### src/rtl/color_cmd_pkg.sv
// rtl/color_cmd_pkg.sv - shared command codes and debounce state type for color_cmd_gen
package color_cmd_pkg;

    // Command codes driven onto the Color FSM "in" port
    localparam logic [1:0] CMD_HOLD   = 2'h0;
    localparam logic [1:0] CMD_TOGGLE = 2'h1;

    typedef enum logic [1:0] {
        IDLE    = 2'd0,
        ARM     = 2'd1,
        PRESSED = 2'd2,
        RELEASE = 2'd3
    } debounce_state_t;

endpackage

### src/rtl/color_cmd_gen_debounce.sv
// rtl/color_cmd_gen_debounce.sv - button synchroniser and debounce FSM
// Ports:
//   clk, rst   : clock, synchronous active-high reset
//   btn        : raw asynchronous button level
//   press_evt  : one-cycle pulse per accepted press (combinational from state)
//   pressed    : registered debounced button level
module btn_debounce
    import color_cmd_pkg::*;
#(
    parameter int DEBOUNCE_CYCLES = 4
) (
    input  logic clk,
    input  logic rst,
    input  logic btn,
    output logic press_evt,
    output logic pressed
);

    localparam int DW = (DEBOUNCE_CYCLES > 2) ? $clog2(DEBOUNCE_CYCLES) : 1;
    localparam logic [DW-1:0] DLAST = DW'(DEBOUNCE_CYCLES - 1);

    logic            sync_1;
    logic            btn_s;
    logic [DW-1:0]   dcnt;
    debounce_state_t state;

    // The press is accepted in the cycle the counter reaches its last value
    // while the synchronised level is still high.
    assign press_evt = (state == ARM) && btn_s && (dcnt == DLAST);

    always_ff @(posedge clk) begin
        if (rst) begin
            sync_1  <= 1'b0;
            btn_s   <= 1'b0;
            dcnt    <= '0;
            state   <= IDLE;
            pressed <= 1'b0;
        end else begin
            sync_1 <= btn;
            btn_s  <= sync_1;
            case (state)
                IDLE: begin
                    if (btn_s) begin
                        state <= ARM;
                        dcnt  <= DW'(1);
                    end
                end
                ARM: begin
                    if (!btn_s) begin
                        state <= IDLE;
                    end else if (dcnt == DLAST) begin
                        state   <= PRESSED;
                        pressed <= 1'b1;
                    end else begin
                        dcnt <= dcnt + 1'b1;
                    end
                end
                PRESSED: begin
                    if (!btn_s) begin
                        state <= RELEASE;
                        dcnt  <= DW'(1);
                    end
                end
                RELEASE: begin
                    // A short bounce back high returns to PRESSED without an event
                    if (btn_s) begin
                        state <= PRESSED;
                    end else if (dcnt == DLAST) begin
                        state   <= IDLE;
                        pressed <= 1'b0;
                    end else begin
                        dcnt <= dcnt + 1'b1;
                    end
                end
                default: begin
                    state   <= IDLE;
                    pressed <= 1'b0;
                end
            endcase
        end
    end

endmodule

### src/rtl/color_cmd_gen.sv
// rtl/color_cmd_gen.sv - command generator feeding the Color FSM toggle/hold input
// Ports:
//   clk, rst    : clock, synchronous active-high reset
//   btn         : raw asynchronous push-button level
//   auto_en     : enable for the free-running auto-toggle timer
//   cmd         : registered command, CMD_TOGGLE for one cycle per issued event
//   pressed     : registered debounced button level
//   toggle_cnt  : count of issued toggles, wraps
module color_cmd_gen
    import color_cmd_pkg::*;
#(
    parameter int DEBOUNCE_CYCLES = 4,
    parameter int PERIOD          = 16,
    parameter int MIN_GAP         = 2,
    parameter int CNT_W           = 8
) (
    input  logic             clk,
    input  logic             rst,
    input  logic             btn,
    input  logic             auto_en,
    output logic [1:0]       cmd,
    output logic             pressed,
    output logic [CNT_W-1:0] toggle_cnt
);

    localparam int AW = (PERIOD > 2) ? $clog2(PERIOD) : 1;
    localparam int GW = (MIN_GAP > 0) ? $clog2(MIN_GAP + 1) : 1;
    localparam logic [AW-1:0] ALAST = AW'(PERIOD - 1);
    localparam logic [GW-1:0] GLOAD = GW'(MIN_GAP);

    logic          press_evt;
    logic          auto_en_q;
    logic [AW-1:0] acnt;
    logic          auto_evt;
    logic [GW-1:0] gap;
    logic          pending;
    logic          req;
    logic          issue;

    btn_debounce #(
        .DEBOUNCE_CYCLES(DEBOUNCE_CYCLES)
    ) u_debounce (
        .clk      (clk),
        .rst      (rst),
        .btn      (btn),
        .press_evt(press_evt),
        .pressed  (pressed)
    );

    // The enable is registered so the timer starts counting from a clean
    // zero one cycle after enable is sampled; the first auto event then
    // lands exactly PERIOD edges after the enabling edge.
    assign auto_evt = auto_en_q && (acnt == ALAST);
    assign req      = press_evt | auto_evt;
    assign issue    = (gap == '0) && (req || pending);

    always_ff @(posedge clk) begin
        if (rst) begin
            auto_en_q  <= 1'b0;
            acnt       <= '0;
            gap        <= '0;
            pending    <= 1'b0;
            cmd        <= CMD_HOLD;
            toggle_cnt <= '0;
        end else begin
            auto_en_q <= auto_en;
            if (!auto_en_q || (acnt == ALAST)) begin
                acnt <= '0;
            end else begin
                acnt <= acnt + 1'b1;
            end

            if (issue) begin
                cmd        <= CMD_TOGGLE;
                gap        <= GLOAD;
                pending    <= 1'b0;
                toggle_cnt <= toggle_cnt + 1'b1;
            end else begin
                cmd <= CMD_HOLD;
                if (gap != '0) begin
                    gap <= gap - 1'b1;
                end
                // Requests during lockout collapse into a single deferred toggle
                if (req) begin
                    pending <= 1'b1;
                end
            end
        end
    end

endmodule
### config.mk
export PLATFORM = sky130hd
export DESIGN_NAME = color_cmd_gen
export DESIGN_NICKNAME = d
export VERILOG_FILES = /design/src/rtl/color_cmd_pkg.sv /design/src/rtl/color_cmd_gen_debounce.sv /design/src/rtl/color_cmd_gen.sv
export SDC_FILE = /design/constraint.sdc
export NUM_CORES = 1
export LEC_CHECK = 0
export CORE_MARGIN = 1.5
export CORE_UTILIZATION = 51
export CTS_BUF_LIST = sky130_fd_sc_hd__clkbuf_16
export CTS_CLUSTER_DIAMETER = 40
export DETAILED_ROUTE_END_ITERATION = 7
export PLACE_DENSITY = 0.81
export SLEW_MARGIN = 40
export SYNTH_ARGS = -nofsm -noshare
export SYNTH_HDL_FRONTEND = slang
export SYNTH_SLANG_ARGS = --single-unit
### constraint.sdc
create_clock -name clk -period 2.42 [get_ports clk]
set_clock_uncertainty 0.2 [all_clocks]
set_input_delay 0.484 -clock clk [delete_from_list [all_inputs] [get_ports clk]]
set_output_delay 0.484 -clock clk [all_outputs]
set_load 0.01 [all_outputs]
# == After elaboration in Yosys (flattened, before gate mapping) ==
# Index checks and enable logic that the tools add are counted.
# totals
reg_bits,25
input_bits,4
out_inout_bits,11
elab_cells,67
# op_classes
addsub,4
eq_ne,13
mux,20
bitwise,1
n_reduce_logical,17
# op_table
operator,n
$mux 2,12
$pmux 2 s4,2
$add 8x1->8 const B,1
$reduce_and 4->1,2
$eq 2x2->1 const B,3
$ne 2x1->1 const B,3
$ne 2x2->1 const B,3
$reduce_bool 2->1,3
$mux 1,5
$reduce_and 5->1,1
$add 4x1->4 const B,1
$eq 4x4->1 const B,1
$logic_and 1x1->1,4
$logic_not 2->1,2
$reduce_or 2->1,2
$ne 3x1->1 const B,1
$ne 3x3->1 const B,1
$add 2x1->2 const B,1
$eq 2x1->1 const B,1
$logic_or 1x1->1,2
$pmux 1 s2,1
$sub 2x1->2 const B,1
$logic_not 1->1,1
$or 1x1->1,1

# == Depth between registers and ports, before layout ==
# Gate-level depths: netlist (run 1).
# depth
word_depth,7
mapped_depth,5
ltp_nobuf,5

# == By module ==
# Synthesis (run 1) repeated with hierarchy kept, for this count alone.
# unflattened
cells_unflattened,108
area_unflattened_um2,1092.3
# by_module_without_submodules
mod,n_inst,cells_each,area_per_inst_um2,seq_area_each_um2
color_cmd_gen,1,72,757.0,340.3
btn_debounce,1,36,335.3,140.1

# == Least setup slack after synthesis (run 1) ==
# OpenSTA, ideal clock, no wires.
# synth_timing
path_type,register to register
startpoint,register u_debounce.dcnt[0]
endpoint,register toggle_cnt[7]
setup_ns,0.071
t_arrival_ns,1.566
slack_ns,0.583
path_stages_with_launch,6
path_buffers,0
synth_period_minus_slack_ns,1.837
cell_sequence,dfxtp_1 > ha_1 > and4b_4 > o311ai_4 > or4_1 > a21oi_1
# synth_via
elab_chain_len,5
# synth_lines
item,line,source
"start, declared",color_cmd_gen_debounce.sv:24,logic [DW-1:0] dcnt;
"start signal, assigned",color_cmd_gen_debounce.sv:55,dcnt <= dcnt + 1'b1;
"start signal, assigned",color_cmd_gen_debounce.sv:72,dcnt <= dcnt + 1'b1;
$eq 2x2->1,color_cmd_gen_debounce.sv:29,assign press_evt = (state == ARM) && btn_s && (dcnt == DLAST);
$logic_and 1x1->1,color_cmd_gen_debounce.sv:29,
$or 1x1->1,color_cmd_gen.sv:54,assign req = press_evt | auto_evt;
$logic_or 1x1->1,color_cmd_gen.sv:55,assign issue = (gap == '0) && (req || pending);
$logic_and 1x1->1,color_cmd_gen.sv:55,
"end signal, assigned",color_cmd_gen.sv:77,toggle_cnt <= toggle_cnt + 1'b1;
"end, declared",color_cmd_gen.sv:23,output logic [CNT_W-1:0] toggle_cnt
# Every way passes these cells.
# A chain may end at the register's enable or synchronous reset.

# == Worst setup path after layout (run 1) ==
# Same ends and word-level chain as after synthesis.

==> flow_metrics.py, run 1 <==
metrics = {
    "outcome": {
        "outcome": "finished, final reports clean",
    },
    "synth": {
        "avgSynthCellArea_um2": 9.59,
        "ys_types": 32,
        "yosysTopAreaCell": "dfxtp_1",
        "synth-seq-area-share_pct": 49.6,
        "netlist_top_cells_area": "dfxtp_1, a21oi_1, nor2_1, ha_1, nand2_1",
        "yosysWarnings": 0,
        "syn_inst": 101,
        "synth_nets": 108,
        "synth.top_cell.area_share_pct": 49.6,
        "synth-seq-cells": 24,
        "syn-cell-area_um2": 968,
    },
    "layout": {
        "num-nets-final": 124,
        "syn_to_final_growth_pct": 26.7,
        "instances_no_fill": 141,
        "regArea_um2": 480,
        "layout_commonest_cell": "dfxtp_1",
        "fill_cells": 141,
        "final_cell_mix": "dfxtp_1, clkdlybuf4s50_1, nor2_1",
        "antenna_cells": 0,
        "layout-drive-gt1-share_pct": 7.76,
        "multi_input_area_um2": 458,
    },
    "setup_path": {
        "path_cells": "ha_1, and4b_4, o311ai_4, or4_1, a21oi_1",
        "critical_path_arrival_ns": 1.95,
        "cp_top_family": "simple AND/OR/NAND/NOR gates",
        "cp-end-kind": "flop",
        "crit_slowest_cell": "or4_1",
        "critPathLaunchType": "flop",
        "slowest_delay_ns": 0.49,
        "crit_required_ns": 2.41,
        "worstPathMaxFanout": 7,
        "crit_buf_inv": 0,
        "critical_path_class": "flop to flop",
    },
    "sta": {
        "holdWs_ns": 0.238,
        "fin_tns_setup_ns": 0,
        "layout_min_cycle_time_ns": 1.96,
        "slew_headroom_pct": 63.7,
        "maxSlewViolCount": 0,
        "fin_crit_sh_pct": 80.8,
        "worst_pin_slew_ns": 0.538,
        "hold_viol_final": 0,
        "rsz0062_at_grt": "false",
        "setup_viol": 0,
        "max_freq_mhz": 511,
        "setup_slack_ns": 0.464,
    },
    "global_route": {
        "grt_pass1_wl_mm": 3.03,
        "grt_antenna_before_repair": 0,
        "grt_overflow_total": 0,
        "grt_max_degree": 21,
        "grt_use_total_pct": 20.5,
        "grt_pass1_vias": 711,
    },
    "floorplan": {
        "die_y_um": 46.6,
        "core_um2": 1750,
        "dieArea_um2": 2170,
        "io_pins": 15,
        "die_x_um": 46.6,
        "start_util_pct": 55.5,
        "row_count": 15,
    },
    "placement": {
        "place.gp.congestion": 0.749,
        "numPortBuffers": 13,
        "placedCellCount": 137,
        "post-place-ws_ns": 0.470,
        "dpl.hpwl_mm": 1.20,
    },
    "pwr": {
        "total_power_uw": 893,
        "p_leak_uw": 0.000431,
        "vdd_drop_max_mv": 0.509,
        "cellInternalPower_uw": 744,
        "power_frac_comb_pct": 3.0,
        "seq_power_share_pct": 45.4,
        "p_switching_uw": 149,
        "switching_share_pct": 16.7,
        "pwr-share-clk_pct": 51.5,
        "p_per_area_nw_per_um2": 727,
    },
    "cts": {
        "ctsResizeCount": 0,
        "cts_buffer_depth": 2,
        "post_cts_buffers": 0,
        "cts_sinks": 24,
        "cts_buffers": 3,
        "tritoncts": "built",
        "hold_buffers": 0,
        "clock-root-buffer": "clkbuf_16",
        "insertion_delay_ns": 0.25,
        "clk_pin_slew_ns": 0.06,
        "cts_max_level": 1,
    },
    "routing": {
        "drc": 0,
        "via_per_inst": 5.35,
        "wl_mm": 1.72,
        "first_iter_violations": 14,
        "dr.pass1.iters": 4,
        "via_count": 755,
        "postRouteAntennaNets": 0,
        "drt-wirelength-per-cell_um": 12.2,
    },
    "job": {
        "maxCapViolCount": 0,
    },
    "worst_hold_path": {
        "hold_class": "flop to flop",
    },
}
[synthesized netlist by cell type]
cell      instances
a21o_1            1
o31ai_2           1
nor2b_1           4
clkbuf_1          2
nand2b_1          1
buf_4             1
or3_1             4
nor4bb_1          1
nand2_1           7
nand3_1           2
o31ai_1           2
a31o_2            1
o311ai_0          1
o21ai_0           5
nor3_1            2
a22oi_1           1
ha_1              3
nand4_1           1
xnor2_1           2
and4_1            1
and4b_4           1
mux2i_1           1
nor3b_1           1
nor2_1           11
o311ai_4          1
conb_1            1
or4_1             1
a21oi_1           9
o32ai_1           1
dfxtp_1          24
xor2_1            3
inv_1             4
[final cells by class]
cell class / instances / area share, %
Timing Repair Buffer: 14 / 11.2
Tap cell: 25 / 2.55
Multi-Input combinational cell: 70 / 37.3
Inverter: 4 / 1.22
Clock buffer: 3 / 6.12
Sequential cell: 24 / 39.1
Clock inverter: 1 / 2.45
[power by group through the flow]
stage	clock, uW	sequential, uW	combinational [uW]
2_1_floorplan	0	414	16.3
3_3_place_gp	0	414	26.6
3_5_place_dp	0	415	27.0
4_1_cts	467	406	27.1
5_1_grt	485	406	31.1
6_report	460	406	26.9
[registers in the layout, summed over array words and instances (netlist names), 2 cells and up, named ones only]
signal	flops
acnt	4
gap	2
toggle_cnt	8
u_debounce.dcnt	2
[metal layers]
metal  vias up  global-route usage, %  part of all wire (%)
met4         0                   8.00                   1.5
li1        385                      -                     -
met2        15                   36.4                    51
met3         4                   7.45                   3.9
met5         -                      0                     0
met1       351                   21.6                    43
[worst paths after layout]
path / from / endpoint / slack (ns) / depth (start not counted)
hold / removal: u_debounce.sync_1 / u_debounce.btn_s / 0.24 / 1
hold reg to reg: u_debounce.sync_1 / u_debounce.btn_s / 0.24 / 1
setup reg to reg: u_debounce.dcnt[0] / toggle_cnt[7] / 0.46 / 5
setup / recovery: u_debounce.dcnt[0] / toggle_cnt[7] / 0.46 / 5
[metrics by stage]
step                utilization (%)  instance area [um2]
floorplan                         -                  968
global placement               64.3                 1120
detailed placement             64.3                 1120
CTS                            70.3                 1230
global route                   70.3                 1230
finish                         70.3                 1230
[kinds of logic (layout without fill, tap and decap cells)]
logic type / after synthesis / after routing / synth area share (%)
AO/OA/AOI/OAI: 23 / 23 / 17.1
AND/OR/NAND/NOR: 37 / 37 / 20.4
flip-flops: 24 / 24 / 49.6
XOR/XNOR: 5 / 5 / 4.52
other: 1 / 1 / 0.387
buffers and inverters: 7 / 22 / 3.10
adder cells (fa/ha/maj): 3 / 3 / 3.88
multiplexers: 1 / 1 / 1.03
No activity file was read; power rests on OpenSTA's default activity.
==> run 2: changes to the inputs <==
==> constraint.sdc (replaced) <==
create_clock -name clk -period 1.9 [get_ports clk]
set_clock_uncertainty 0.2 [all_clocks]
set_input_delay 0.38 -clock clk [delete_from_list [all_inputs] [get_ports clk]]
set_output_delay 0.38 -clock clk [all_outputs]
set_load 0.01 [all_outputs]
==> flow_metrics.py, run 2 (synthesis results as in run 1) <==
metrics = {
    "floorplan": {
        "core_um2": 1750,
        "dieArea_um2": 2170,
        "die_x_um": 46.6,
        "start_util_pct": 55.5,
        "io_pins": 15,
        "die_y_um": 46.6,
        "row_count": 15,
    },
    "routing": {
        "top_layer": "met4",
        "via_per_inst": 5.50,
        "drt-wirelength-per-cell_um": 13.0,
        "routed-wl-met2_um": 941,
        "first_iter_violations": 12,
        "via_count": 803,
        "drc": 0,
        "postRouteAntennaNets": 0,
        "routedLengthMet1_um": 843,
        "dr.pass1.iters": 4,
        "wl_mm": 1.90,
        "dr_wl_met3_um": 73,
    },
    "pwr": {
        "p_leak_uw": 0.000436,
        "vdd_drop_max_mv": 0.647,
        "p_per_area_nw_per_um2": 802,
    },
    "setup_path": {
        "worstPathMaxFanout": 5,
        "cp-end-kind": "output pin",
        "crit_required_ns": 1.32,
        "reg2reg_from": "acnt[1]",
        "path_cells": "clkdlybuf4s50_1",
        "slowest_delay_ns": 0.58,
        "crit_buf_inv": 1,
        "crit_slowest_cell": "clkdlybuf4s50_1",
        "startpoint": "toggle_cnt[3]",
        "critical_path_arrival_ns": 1.26,
        "cp_top_family": "buffers and inverters",
        "critical_path_class": "flop to output pin",
        "critPathLaunchType": "flop",
    },
    "worst_hold_path": {
        "hold_class": "flop to flop",
        "min_from": "acnt[0]",
    },
    "placement": {
        "post-place-ws_ns": -0.00733,
        "place.gp.congestion": 0.758,
        "numPortBuffers": 13,
        "dpl.hpwl_mm": 1.23,
        "placedCellCount": 142,
    },
    "layout": {
        "num-nets-final": 129,
        "top_regs": "toggle_cnt x8, acnt x4",
        "top_register": "toggle_cnt",
        "antenna_cells": 0,
        "final_cell_mix": "dfxtp_1, clkdlybuf4s50_1, nor2_1",
        "layout-drive-gt1-share_pct": 15.7,
        "instances_no_fill": 146,
        "fin_util_pct": 71.6,
        "layout_commonest_cell": "dfxtp_1",
        "largest_reg_flops": 8,
        "syn_to_final_growth_pct": 29.1,
    },
    "global_route": {
        "grt_pass1_vias": 751,
        "grt_max_degree": 21,
        "grt_overflow_total": 0,
        "grt_pass1_wl_mm": 3.24,
        "grt_use_total_pct": 21.4,
        "grt_antenna_before_repair": 0,
    },
    "cts": {
        "cts_buffer_depth": 2,
        "cts_sinks": 24,
        "clock-root-buffer": "clkbuf_16",
        "clk_pin_slew_ns": 0.06,
        "post_cts_buffers": 0,
        "insertion_delay_ns": 0.25,
        "tritoncts": "built",
        "cts_max_level": 1,
        "cts_buffers": 3,
    },
    "sta": {
        "rsz0062_at_grt": "false",
        "max_freq_mhz": 544,
        "hold_viol_final": 0,
        "setup_slack_ns": 0.0616,
        "maxSlewViolCount": 0,
        "fin_tns_setup_ns": 0,
        "fin_crit_sh_pct": 96.8,
        "setup_viol": 0,
        "layout_min_cycle_time_ns": 1.84,
    },
    "job": {
        "maxCapViolCount": 0,
    },
    "outcome": {
        "outcome": "finished, final reports clean",
    },
}
[run 2: changes by cell type in the layout (fill, tap and decap cells not counted), moves of 2 or more]
cell and delta:
dfxtp_2 +3, ha_1 -2, buf_4 +5, ha_2 +2, dfxtp_1 -3
[run 2: area by class of cell]
class                   instances  area (um2)
clock buffers                   3        75.1
clock inverters                 1        3.75
fillers                       127         495
inverters                       4        15.0
multi-input cells              70         465
flip-flops and latches         24         484
well taps                      25        31.3
repair buffers                 19         175
[run 2: per-stage QoR]
stage | total power [uW] | cell area (um2) | hold slack [ns]
after floorplan | 549 | 968 | 0.214
after global placement | 561 | 1160 | 0.223
after global routing | 1030 | 1250 | 0.243
after CTS | 1010 | 1240 | 0.242
final | 1000 | 1250 | 0.219
after detailed placement | 563 | 1160 | 0.229
[run 2: final timing paths]
check	end	slack, ns	cells after the start
worst max-delay path	toggle_cnt[3]	0.06	1
worst max register to register	toggle_cnt[7]	0.11	5
worst min-delay path	acnt[0]	0.22	1
worst min register to register	acnt[0]	0.22	1
[run 2: layer usage]
metal	up-vias	global-route usage, %
met5	-	0
met4	0	13.1
met3	6	3.53
met2	21	34.7
met1	381	26.0
li1	395	-
[run 2: power breakdown]
| part | internal, uW | switching, uW |
|---|---|---|
| logic | 18.4 | 16.7 |
| clock network | 281 | 169 |
| registers | 512 | 5.76 |
| total | 811 | 192 |
[run 2: timing repair]
action	in CTS	in global routing
pin swaps	0	2
endpoints found under the setup margin	1	4
hold buffers	0	0
resized for setup	1	6
==> patch: new RTL, flow settings as in run 1 <==
Reset style: asynchronous (`rst`), changed in 2 clocked blocks. Comments in the files are not updated.
--- a/src/rtl/color_cmd_gen_debounce.sv
+++ b/src/rtl/color_cmd_gen_debounce.sv
@@ -30,3 +30,3 @@
 
-    always_ff @(posedge clk) begin
+    always_ff @(posedge clk or posedge rst) begin
         if (rst) begin
--- a/src/rtl/color_cmd_gen.sv
+++ b/src/rtl/color_cmd_gen.sv
@@ -56,3 +56,3 @@
 
-    always_ff @(posedge clk) begin
+    always_ff @(posedge clk or posedge rst) begin
         if (rst) begin
Behaviour: differs if rst is asserted again (counterexample within 10 cycles, from zero or initial values and one cycle with rst high); with rst held inactive, the same outputs for 10 cycles.
==> patch against run 1 <==
Die area increased by 3.6%; setup slack improved by 17 ps; sequential cell count unchanged; cell area increased by 0.61%; largest cell class unchanged; worst hold slack got worse by 80 ps; routed wire length increased by 0.17%; synthesized area increased by 3.9%; synthesized cell count decreased by 18%; sequential share of layout area increased by 9.5 points; utilization decreased by 1.1 points; via count decreased by 14%; final cell count decreased by 12%.
Power is not compared: it rests on default switching activity, and its combinational part moved more than twofold at a synthesized area within 25%.
==> patch: results (changes against run 1) <==
R2R Path Start=acnt[0]; most common library cells after synthesis=24 x dfrtp_1, 9 x nand2_1, 6 x xnor2_1; syn nets=91 (-16%); pre-CTS WS=508 ps (+37.4 ps); share of cells above drive strength 1=0.0808 (+0.00322); routed len/inst=13.9 um (+14%); CP max FO=9 (+2); register area share after synthesis=0.597 (+0.101); hold-critical path endpoint=u_debounce.btn_s; GRT Util Overall=0.195 (-0.00958); hold depth=0 (-1); post-synth cell types=25 (-22%); Top Family by Delay on Critical Path=compound AO/OA/AOI/OAI gates; vias in the first global route=668 (-6.0%); Hold Startpoint=u_debounce.sync_1; most used flip-flop cell after synthesis=dfrtp_1; routability cong.=0.792 (+5.7%); Placed Cells=120 (-12%); FF-to-FF setup slack=480 ps (+20 ps); worst reg2reg endpoint=toggle_cnt[1]; Slowest cell on crit path=o31a_1; FF-to-FF path depth=4 (-1); Worst EP arrival=1880 ps (-70 ps); largest net degree at the start of global routing=25 (+19%); Nets=108 (-13%); first-pass GRT wire length=2.91 mm (-3.9%); status=finished clean; Post-synth ARST share=1.00 (+1.00); via/cell ratio=5.27 (-1.7%)
patch: cell count changes after synthesis, moves of 3 or more:
cell,run 1,this run
dfrtp_1,0,24
nor2b_1,4,0
or3_1,4,0
and2_1,0,3
and3_1,0,3
nand3_1,2,5
nor2_1,11,2
xnor2_1,2,6
a21oi_1,9,1
dfxtp_1,24,0
patch: cells by family after synthesis:
group / after synthesis / synth area share
adder cells (fa/ha/maj): 4 / 0.0498
buffers and inverters: 6 / 0.0336
XOR/XNOR: 9 / 0.0784
AO/OA/AOI/OAI: 8 / 0.0510
multiplexers: 4 / 0.0473
other: 1 / 0.00373
AND/OR/NAND/NOR: 27 / 0.139
flip-flops: 24 / 0.597
patch: layout make-up:
class                           count  area (sq um)
Sequential cell                    24           601
Clock buffer                        3          75.1
Fill cell                         139           548
Timing Repair Buffer               14           138
Tap cell                           25          31.3
Clock inverter                      1          3.75
Multi-Input combinational cell     53           372
Inverter                            4          15.0
patch: metrics by stage:
| step | hold WS (ps) | area, sq um |
|---|---|---|
| finish | 159 | 1230 |
| floorplan | 131 | 1010 |
| global placement | 151 | 1160 |
| global route | 170 | 1230 |
| CTS | 161 | 1230 |
| detailed placement | 148 | 1160 |
patch: worst max-delay path by stage:
| stage | start | to | slack [ps] | cells after the start |
|---|---|---|---|---|
| floorplan | acnt[0] | toggle_cnt[1] | 580 | 5 |
| global placement | acnt[0] | toggle_cnt[1] | 550 | 4 |
| detailed placement | acnt[0] | toggle_cnt[1] | 510 | 4 |
| CTS | toggle_cnt[2] | toggle_cnt[2] | 490 | 1 |
| global route | acnt[0] | toggle_cnt[5] | 400 | 5 |
| finish | acnt[0] | toggle_cnt[1] | 480 | 4 |
patch: per-layer routing:
layer	global-route usage	wire length (um)
met3	0.0377	43
met1	0.243	750
met2	0.322	921
met5	0	0
met4	0.100	10
patch: power breakdown:
part	switching [mW]	total [mW]	internal, mW
registers	0.0836	0.579	0.496
logic	0.157	0.329	0.172
clock network	0.130	0.350	0.220
total	0.370	1.26	0.889
